===== src/rtl/uart_tx_fifo.sv =====
// uart_tx_fifo: UART transmitter fed from a small TX FIFO.
//
// Bytes pushed into the FIFO are framed onto uart_txd. Frames that are
// already queued go out back-to-back. Each frame has a start bit, 5-8 data
// bits sent LSB first, an optional even/odd parity bit and 1 or 2 stop bits.
// The bit period and the frame format are sampled when an entry is popped.
// A later change therefore only affects the next frame.
//
// Ports:
//   clk, rst_n         clock; synchronous active-low reset
//   wr_bit_period_i    load strobe for bit_period_i (cycles per bit minus 1)
//   data_bits_i        00=5, 01=6, 10=7, 11=8 data bits
//   parity_mode_i      00/11=none, 01=even, 10=odd
//   stop_bits_i        0=one stop bit, 1=two stop bits
//   tx_valid_i/tx_data_i/tx_ready_o   FIFO push handshake
//   fifo_count_o, fifo_empty_o        FIFO occupancy
//   uart_txd           serial line, idles high
//   uart_tx_busy       frame in progress or data still queued
//
// state    | meaning
// ---------+---------------------------------------------------------
// S_IDLE   | line high, waiting for a FIFO entry
// S_START  | start bit (low)
// S_DATA   | data bits, LSB first
// S_PARITY | parity bit, only when parity is enabled
// S_STOP   | stop bit(s) (high); pops the next entry on the last cycle

module uart_tx_fifo #(
  parameter int BAUD_RATE  = 115200,
  parameter int CLK_FREQ   = 50000000,
  parameter int FIFO_DEPTH = 8,
  parameter int CW         = $clog2(FIFO_DEPTH + 1)
) (
  input  logic          clk,
  input  logic          rst_n,
  input  logic          wr_bit_period_i,
  input  logic [15:0]   bit_period_i,
  input  logic [1:0]    data_bits_i,
  input  logic [1:0]    parity_mode_i,
  input  logic          stop_bits_i,
  input  logic          tx_valid_i,
  input  logic [7:0]    tx_data_i,
  output logic          tx_ready_o,
  output logic [CW-1:0] fifo_count_o,
  output logic          fifo_empty_o,
  output logic          uart_txd,
  output logic          uart_tx_busy
);

  localparam int AW = $clog2(FIFO_DEPTH);
  localparam int DEF_BP_I = CLK_FREQ / BAUD_RATE - 1;
  localparam logic [15:0] DEF_BP = DEF_BP_I[15:0];
  localparam logic [CW-1:0] FULL_CNT = CW'(FIFO_DEPTH);

  typedef enum logic [2:0] {
    S_IDLE,
    S_START,
    S_DATA,
    S_PARITY,
    S_STOP
  } state_t;

  logic [7:0]    r_mem [FIFO_DEPTH];
  logic [AW-1:0] r_wr_ptr;
  logic [AW-1:0] r_rd_ptr;
  logic [CW-1:0] r_count;
  logic [15:0]   r_bit_period;

  state_t        r_state;
  logic [15:0]   r_cnt;
  logic [15:0]   r_bp_l;
  logic [7:0]    r_data;
  logic [1:0]    r_nbits;
  logic          r_par_en;
  logic          r_par_bit;
  logic          r_two_stop;
  logic          r_stop_left;
  logic [2:0]    r_bit_idx;
  logic          r_txd;

  logic          w_full;
  logic          w_empty;
  logic          w_push;
  logic          w_pop;
  logic          w_bit_end;
  logic          w_frame_end;
  logic [7:0]    w_head;
  logic [7:0]    w_mask;
  logic          w_par_even;
  logic          w_par_bit;
  logic          w_par_en;
  logic [2:0]    w_last_idx;
  logic [2:0]    w_next_idx;

  assign w_full  = (r_count == FULL_CNT);
  assign w_empty = (r_count == '0);
  // A push against a full FIFO is dropped even when a pop frees a slot
  // on the same edge; ready only reflects the registered count.
  assign w_push  = tx_valid_i && !w_full;

  assign w_bit_end   = (r_cnt == 16'd0);
  assign w_frame_end = (r_state == S_STOP) && w_bit_end && !r_stop_left;
  assign w_pop       = !w_empty && ((r_state == S_IDLE) || w_frame_end);

  // Parity is computed from the head entry at pop time, so only the
  // configured number of data bits is included.
  assign w_head     = r_mem[r_rd_ptr];
  assign w_mask     = 8'hFF >> (2'd3 - data_bits_i);
  assign w_par_even = ^(w_head & w_mask);
  assign w_par_bit  = (parity_mode_i == 2'b10) ? ~w_par_even : w_par_even;
  assign w_par_en   = (parity_mode_i == 2'b01) || (parity_mode_i == 2'b10);

  assign w_last_idx = 3'd4 + {1'b0, r_nbits};
  assign w_next_idx = r_bit_idx + 3'd1;

  always_ff @(posedge clk) begin
    if (w_push) begin
      r_mem[r_wr_ptr] <= tx_data_i;
    end
  end

  always_ff @(posedge clk) begin
    if (!rst_n) begin
      r_wr_ptr <= '0;
      r_rd_ptr <= '0;
      r_count  <= '0;
    end else begin
      if (w_push) begin
        r_wr_ptr <= r_wr_ptr + AW'(1);
      end
      if (w_pop) begin
        r_rd_ptr <= r_rd_ptr + AW'(1);
      end
      case ({w_push, w_pop})
        2'b10:   r_count <= r_count + CW'(1);
        2'b01:   r_count <= r_count - CW'(1);
        default: r_count <= r_count;
      endcase
    end
  end

  always_ff @(posedge clk) begin
    if (!rst_n) begin
      r_bit_period <= DEF_BP;
    end else if (wr_bit_period_i) begin
      r_bit_period <= bit_period_i;
    end
  end

  always_ff @(posedge clk) begin
    if (!rst_n) begin
      r_state     <= S_IDLE;
      r_txd       <= 1'b1;
      r_cnt       <= 16'd0;
      r_bp_l      <= DEF_BP;
      r_data      <= 8'd0;
      r_nbits     <= 2'd0;
      r_par_en    <= 1'b0;
      r_par_bit   <= 1'b0;
      r_two_stop  <= 1'b0;
      r_stop_left <= 1'b0;
      r_bit_idx   <= 3'd0;
    end else begin
      case (r_state)
        S_IDLE: begin
          r_txd <= 1'b1;
        end
        S_START: begin
          if (w_bit_end) begin
            r_state   <= S_DATA;
            r_bit_idx <= 3'd0;
            r_txd     <= r_data[0];
            r_cnt     <= r_bp_l;
          end else begin
            r_cnt <= r_cnt - 16'd1;
          end
        end
        S_DATA: begin
          if (w_bit_end) begin
            r_cnt <= r_bp_l;
            if (r_bit_idx == w_last_idx) begin
              if (r_par_en) begin
                r_state <= S_PARITY;
                r_txd   <= r_par_bit;
              end else begin
                r_state     <= S_STOP;
                r_txd       <= 1'b1;
                r_stop_left <= r_two_stop;
              end
            end else begin
              r_bit_idx <= w_next_idx;
              r_txd     <= r_data[w_next_idx];
            end
          end else begin
            r_cnt <= r_cnt - 16'd1;
          end
        end
        S_PARITY: begin
          if (w_bit_end) begin
            r_state     <= S_STOP;
            r_txd       <= 1'b1;
            r_stop_left <= r_two_stop;
            r_cnt       <= r_bp_l;
          end else begin
            r_cnt <= r_cnt - 16'd1;
          end
        end
        S_STOP: begin
          if (w_bit_end) begin
            if (r_stop_left) begin
              r_stop_left <= 1'b0;
              r_cnt       <= r_bp_l;
            end else begin
              r_state <= S_IDLE;
              r_txd   <= 1'b1;
            end
          end else begin
            r_cnt <= r_cnt - 16'd1;
          end
        end
        default: begin
          r_state <= S_IDLE;
          r_txd   <= 1'b1;
        end
      endcase

      // A pop only happens from IDLE or on the final stop-bit cycle, so it
      // overrides whatever the case above chose and starts the next frame
      // without an idle cycle.
      if (w_pop) begin
        r_state    <= S_START;
        r_txd      <= 1'b0;
        r_cnt      <= r_bit_period;
        r_bp_l     <= r_bit_period;
        r_data     <= w_head;
        r_nbits    <= data_bits_i;
        r_par_en   <= w_par_en;
        r_par_bit  <= w_par_bit;
        r_two_stop <= stop_bits_i;
      end
    end
  end

  assign tx_ready_o   = !w_full;
  assign fifo_count_o = r_count;
  assign fifo_empty_o = w_empty;
  assign uart_txd     = r_txd;
  assign uart_tx_busy = (r_state != S_IDLE) || !w_empty;

endmodule


===== config.mk =====
export PLATFORM = sky130hd
export DESIGN_NAME = uart_tx_fifo
export DESIGN_NICKNAME = d
export VERILOG_FILES = /design/src/rtl/uart_tx_fifo.sv
export SDC_FILE = /design/constraint.sdc
export NUM_CORES = 1
export LEC_CHECK = 0
export ABC_AREA = 1
export BUFFER_PORTS_ARGS = -buffer_cell sky130_fd_sc_hd__buf_4
export CORE_ASPECT_RATIO = 2
export CORE_MARGIN = 5
export CORE_UTILIZATION = 35
export DETAILED_ROUTE_END_ITERATION = 7
export GPL_TIMING_DRIVEN = 0
export PLACE_DENSITY = 0.6
export SYNTH_ARGS = -nofsm -noshare
export SYNTH_HDL_FRONTEND = slang
export SYNTH_SLANG_ARGS = --single-unit

===== constraint.sdc =====
create_clock -name clk -period 7.1 [get_ports clk]
set_input_delay 1.775 -clock clk [delete_from_list [all_inputs] [get_ports clk]]
set_output_delay 1.775 -clock clk [all_outputs]
set_load 0.03 [all_outputs]

==> summary.txt, run 1 <==
Outcome
  • Outcome: complete, no violations

Worst setup path
  • Levels on crit path: 5
  • Worst setup EP type: primary output
  • Critical Path AT: 1770 ps
  • CP startpoint kind: register
  • Crit path max-delay family: simple AND/OR/NAND/NOR gates
  • Setup CP Type: reg -> out
  • CP cell instances: nor2_1 -> nand3_1 -> inv_1 -> nand2_1 -> buf_4
  • Worst EP required: 5330 ps
  • Worst reg2reg path depth: 20
  • Slowest cell on the critical path: dfxtp_1
  • Crit path max fanout: 6
  • CP bufs+invs: 2
  • Max stage delay on crit path: 380 ps

Timing
  • Setup ws final: 3560 ps
  • Final setup violation count: 0
  • Setup_tns: 0 ps
  • Minimum clock period: 3540 ps
  • Worst slew margin: 24.1%
  • Fin. max-slew vios: 0
  • Hold slack final: 459 ps
  • RSZ-0062 raised after global routing: no
  • Final Skew: 8.76 ps
  • Number of failing hold endpoints at the final stage: 0
  • Least-Margin Pin Slew: 1130 ps
  • Crit share post-route: 49.9%
  • Fmax: 0.282 GHz

Final layout
  • Final #Nets: 1002
  • P&R area growth vs syn: 17.5%
  • Fill cells: 2087
  • Area of the multi-input gates: 2780 µm²
  • Most common library cell in the layout ignoring fill and taps: nand2_1
  • Diode count: 0
  • Storage cell area: 3560 µm²
  • Share of post-route cells with drive strength above 1: 10.9%
  • Most frequent cells in the layout: nand2_1, inv_1, nor2_1

Power and ir drop
  • Net Sw Frac: 42.6%
  • Cell area power density: 446 nW/µm²
  • Total power: 3.65 mW
  • Combinational cell fraction of total power: 44.4%
  • Lkg Pwr: 3.70 nW
  • Peak VDD IR: 0.168 mV
  • Net Switching: 1.56 mW
  • Sequential fraction of design power: 30.6%
  • Clock group share of total power: 25.0%
  • Int Pwr: 2.10 mW

CTS
  • Clk_lat worst skew: 430 ps
  • Max Root-Sink Buffers: 2
  • Clock-pin slew on the worst setup and hold paths: 60 ps
  • CTS tree: yes
  • Post-CTS setup buffers: 0
  • TritonCTS Buffers: 17
  • CTS H-tree lvls: 4
  • Post-cts resize count: 0
  • Sink Count: 146
  • CTS Root Cell: clkbuf_16
  • Hold buffer count at CTS: 0

Route
  • DRT antenna net count: 0
  • Vias: 5997
  • Residual DRC: 0
  • Drt first pass iters: 7
  • Routed WL: 20100 µm
  • Vias per cell: 4.86
  • Routed wire per std cell: 16.3 µm
  • 1st-iter DRT viols: 385

Yosys
  • Post-synthesis mux area share: 0%
  • XOR/XNOR Fraction of Synth Area: 1.26%
  • Synth Instances: 901
  • Primary FF master, synth: dfxtp_1
  • Register area share after synthesis: 51.1%
  • Post-synth ARST share: 0%
  • Largest family of logic cells by synthesized area: simple AND/OR/NAND/NOR gates
  • Count of cell types in the netlist: 36
  • Synth Area in Compound Gates: 10.4%
  • Post-synthesis adder-cell area fraction: 1.61%
  • Synthesis Warnings: 0
  • Synth Net Count: 943
  • Synthesized area: 6970 µm²
  • Syn Area/Cell: 7.74 µm²
  • Yosys reg bits: 146
  • Number of synthesized flops with an enable pin: 64
  • Post-synthesis simple-gate area fraction: 26.6%

Floorplanning
  • Initial core utilization: 35.3%
  • Height of the die: 210 µm
  • Die width: 110 µm
  • Ports: 41
  • Die ar.: 23000 µm²
  • # rows: 73
  • Core ar.: 19700 µm²

Global route
  • Initial antenna violation count: 0
  • Wire length of the first global-routing pass: 31500 µm
  • Largest net degree at the start of global routing: 17
  • GRT Util Overall: 18.3%
  • Grt total ovfl: 0
  • Vias in the first global route: 6214

Place
  • Post-Place Worst Slack: 3470 ps
  • Gpl congestion: 0.910
  • IO Port Bufs: 40
  • Hpwl dp: 15500 µm

Flow run
  • Max-Cap Viols: 0

Worst hold path
  • Hold path depth: 2
  • HP Class: reg -> reg
-- worst paths after layout --
check	startpoint	to	slack [ps]
worst max-delay path	fifo_count_o[0]$_SDFFE_PN0P_	uart_tx_busy	3560
worst min-delay path	r_bit_period[5]$_SDFFE_PN1P_	r_bit_period[5]$_SDFFE_PN1P_	460
worst max register to register	r_cnt[0]$_SDFFE_PN0P_	fifo_count_o[2]$_SDFFE_PN0P_	3880
worst min register to register	r_bit_period[5]$_SDFFE_PN1P_	r_bit_period[5]$_SDFFE_PN1P_	460
-- metrics by stage --
step	area, µm²	std cells	utilization (%)
floorplan	6970	901	-
global placement	7600	1203	38.5
detailed placement	7600	1203	38.5
CTS	8190	1235	41.5
global route	8190	1235	41.5
finish	8190	1235	41.5
-- state kept, by name (all words and copies together) (netlist names), 2 cells and up, named ones only --
register,flops
r_nbits,2
r_bit_idx,3
r_wr_ptr,3
r_bit_period,16
r_rd_ptr,3
r_mem,64
r_state,3
r_data,8
r_cnt,16
fifo_count_o,4
r_bp_l,16
-- worst min-delay path, delay by kind of cell (launching register included) --
family	cells	cell delay, ps
flops	1	330
simple gates	2	100
-- synthesized netlist by cell type (3+ instances only) --
cell	instances	share of area [%]
a21oi_1	39	2.8
inv_1	119	6.4
o22ai_1	7	0.63
nand2_1	231	12
ha_1	9	1.6
clkbuf_1	16	0.86
inv_2	3	0.16
xor2_1	4	0.50
buf_6	3	0.48
edfxtp_1	64	28
nor2_2	3	0.27
nor2_1	119	6.4
nand2_2	4	0.36
o211ai_1	6	0.65
a211oi_2	3	0.54
nand3_1	77	5.5
nand4_1	6	0.54
buf_2	11	0.79
o21ai_0	66	4.7
dfxtp_1	82	24
o21ai_1	6	0.43
xnor2_1	6	0.75
-- metal layers --
layer  wire (µm)  vias to the layer above  track usage, %  share of wire [%]
li1            -                     3024               -                  -
met1        6480                     2769            15.5                 32
met2       11900                      132            36.3                 59
met3         430                       72            2.55                2.1
met4        1310                        0            12.7                6.5
met5           0                        -               0                  0
-- power by group through the flow --
stage | logic (mW) | clock network, mW | registers (mW)
after global placement | 1.60 | 0 | 1.13
after detailed placement | 1.62 | 0 | 1.13
after global routing | 1.82 | 0.959 | 1.13
after floorplan | 1.14 | 0 | 1.13
after CTS | 1.63 | 0.925 | 1.11
final | 1.62 | 0.914 | 1.12
-- logic make-up (layout without fill, tap and decap cells) --
family                     after synthesis  in the layout
and+or+nand+nor                        449            449
buffers and inverters                  155            227
DFF                                    146            146
AOI/OAI and AO/OA                      132            132
xor gates and xnor gates                10             10
adders and majority gates                9              9
-- area by class of cell --
| type | count | share of cell area (%) |
|---|---|---|
| inverter | 123 | 5.70 |
| buffer | 32 | 2.00 |
| clock buffer | 19 | 5.28 |
| clock inverter | 13 | 1.94 |
| tap | 262 | 4.00 |
| timing repair buffer | 40 | 3.67 |
| multi-input combinational | 600 | 33.9 |
| sequential | 146 | 43.5 |
(Power assumes the default switching activity.)
==> run 2: changes to the inputs <==
--- a/config.mk
+++ b/config.mk
@@ -12,7 +12,7 @@
 export CORE_UTILIZATION = 35
 export DETAILED_ROUTE_END_ITERATION = 7
 export GPL_TIMING_DRIVEN = 0
-export PLACE_DENSITY = 0.6
+export PLACE_DENSITY = 0.62
 export SYNTH_ARGS = -nofsm -noshare
 export SYNTH_HDL_FRONTEND = slang
 export SYNTH_SLANG_ARGS = --single-unit
==> constraint.sdc (replaced) <==
create_clock -name clk -period 3.2 [get_ports clk]
set_input_delay 0.8 -clock clk [delete_from_list [all_inputs] [get_ports clk]]
set_output_delay 0.8 -clock clk [all_outputs]
set_load 0.03 [all_outputs]
==> run 2 against run 1 <==
Register-to-register slack worse by 3600 ps. Wire length down 1.8%. Cell count about the same. Sequential share of layout area up 0.14 points. Total power up 120%. Clock skew up 1.3 ps. Global-route usage down 0.32 points. Clock power up 110%. Setup slack worse by 3300 ps. Critical path type is now reg -> reg. Non-clock buffer count down 1. Critical endpoint is now fifo_count_o[2]$_SDFFE_PN0P_. Worst hold slack worse by 4.2 ps. Combinational power up 120%.
==> summary.txt, run 2 (synthesis gave the netlist of run 1 again) <==
Outcome
  • Outcome: complete, no violations

Global route
  • GRT Util Overall: 18.0%
  • Initial antenna violation count: 0
  • Grt total ovfl: 0
  • Largest net degree at the start of global routing: 17
  • Wire length of the first global-routing pass: 30900 µm
  • Vias in the first global route: 6055

Worst setup path
  • Critical Path AT: 3230 ps
  • Crit path max-delay family: simple AND/OR/NAND/NOR gates
  • Slowest cell on the critical path: dfxtp_1
  • Worst EP required: 3510 ps
  • CP cell instances: inv_1 -> ha_1 -> nand4_1 -> nor3_2 -> nand2_2 -> inv_2 -> nand3_2 -> nand2_2 -> nand2_4 -> clkinv_4 -> ha_1 -> nand2_1 -> inv_1 -> nor2_1 -> ha_1 -> a21oi_1 -> xor2_1 -> o21ai_0 -> inv_1
  • Worst setup EP type: register
  • CP bufs+invs: 5
  • Max stage delay on crit path: 310 ps
  • Crit path max fanout: 15
  • Setup CP Type: reg -> reg
  • CP startpoint kind: register

Route
  • Vias per cell: 4.82
  • Drt first pass iters: 5
  • 1st-iter DRT viols: 364
  • Routed wire per std cell: 16.0 µm
  • Routed WL: 19700 µm
  • DRT antenna net count: 0
  • Vias: 5947
  • Residual DRC: 0

Timing
  • RSZ-0062 raised after global routing: no
  • Crit share post-route: 91.0%
  • Setup_tns: 0 ps
  • Least-Margin Pin Slew: 1180 ps
  • Final setup violation count: 0
  • Hold slack final: 455 ps
  • Final Skew: 10.0 ps
  • Fmax: 0.343 GHz
  • Minimum clock period: 2910 ps
  • Worst slew margin: 20.8%
  • Fin. max-slew vios: 0
  • Number of failing hold endpoints at the final stage: 0

CTS
  • Max Root-Sink Buffers: 2
  • CTS H-tree lvls: 4
  • Clock-pin slew on the worst setup and hold paths: 70 ps
  • CTS Root Cell: clkbuf_16
  • CTS tree: yes
  • Hold buffer count at CTS: 0
  • Sink Count: 146
  • TritonCTS Buffers: 17
  • Clk_lat worst skew: 420 ps

Final layout
  • Final #Nets: 1001
  • Most common library cell in the layout ignoring fill and taps: nand2_1
  • Storage cell area: 3560 µm²
  • Top reg by flops: r_mem
  • Fill cells: 2076
  • Share of post-route cells with drive strength above 1: 11.0%
  • Area of the multi-input gates: 2780 µm²
  • Max FFs per register: 64
  • Most frequent cells in the layout: nand2_1, inv_1, nor2_1
  • P&R area growth vs syn: 17.1%
  • Post-layout util: 41.4%
  • Diode count: 0

Power and ir drop
  • Cell area power density: 977 nW/µm²
  • Peak VDD IR: 0.344 mV
  • Lkg Pwr: 3.68 nW

Flow run
  • Max-Cap Viols: 0

Floorplanning
  • Core ar.: 19700 µm²
  • Die width: 110 µm
  • Initial core utilization: 35.3%
  • # rows: 73
  • Height of the die: 210 µm
  • Die ar.: 23000 µm²
  • Ports: 41

Place
  • Gpl congestion: 0.900
  • Hpwl dp: 15300 µm
  • IO Port Bufs: 40

Worst hold path
  • HP Class: reg -> reg
run 2: final timing paths:
path	from	endpoint	depth (start not counted)	slack, ps
max	r_cnt[0]$_SDFFE_PN0P_	fifo_count_o[2]$_SDFFE_PN0P_	19	290
min	r_two_stop$_SDFFE_PN0P_	r_two_stop$_SDFFE_PN0P_	2	450
max reg2reg	r_cnt[0]$_SDFFE_PN0P_	fifo_count_o[2]$_SDFFE_PN0P_	19	290
min reg2reg	r_two_stop$_SDFFE_PN0P_	r_two_stop$_SDFFE_PN0P_	2	450
run 2: report_power, final:
part           total, mW  switching (mW)  leakage [nW]  internal [mW]
Combinational       3.57            2.42          2.15           1.15
Sequential          2.48           0.206          1.26           2.27
Clock               1.93           0.839         0.274           1.09
Total               7.98            3.47          3.68           4.51
run 2: cell type report:
cell class                      count  share of cell area [%]
Multi-Input combinational cell    600                    34.0
Tap cell                          262                    4.01
Clock inverter                     15                    1.78
Timing Repair Buffer               40                    3.68
Inverter                          123                    5.71
Clock buffer                       17                    5.21
Sequential cell                   146                    43.6
Buffer                             31                    1.95
run 2: metal layers:
layer  track usage [%]  routed length [µm]  vias to the layer above
li1                  -                   -                     3023
met1              15.2                6280                     2715
met2              36.2               11800                      146
met3              2.46                 477                       63
met4              11.7                1170                        0
met5                 0                   0                        -
run 2: worst register-to-register path, delay by kind of cell, from the launching register on:
kind / cells / cell delay [ps]
AO/OA/AOI/OAI: 2 / 300
XOR/XNOR: 1 / 90
adder cells (fa/ha/maj): 3 / 650
buffers and inverters: 5 / 630
flip-flops: 1 / 310
AND/OR/NAND/NOR: 8 / 810
run 2: timing repair:
action / in CTS / in global routing
endpoints found under the setup margin: 0 / 3
resized for setup: 0 / 0
setup buffers: 0 / 0
run 2: stage by stage:
step	worst slack (ps)	power, mW	cells	instance area [µm²]
floorplan	625	5.02	901	6970
detailed placement	83.7	6.08	1203	7600
CTS	47.4	8.02	1235	8170
global route	21.0	8.58	1234	8170
global placement	76.4	6.05	1203	7600
finish	288	7.98	1234	8170
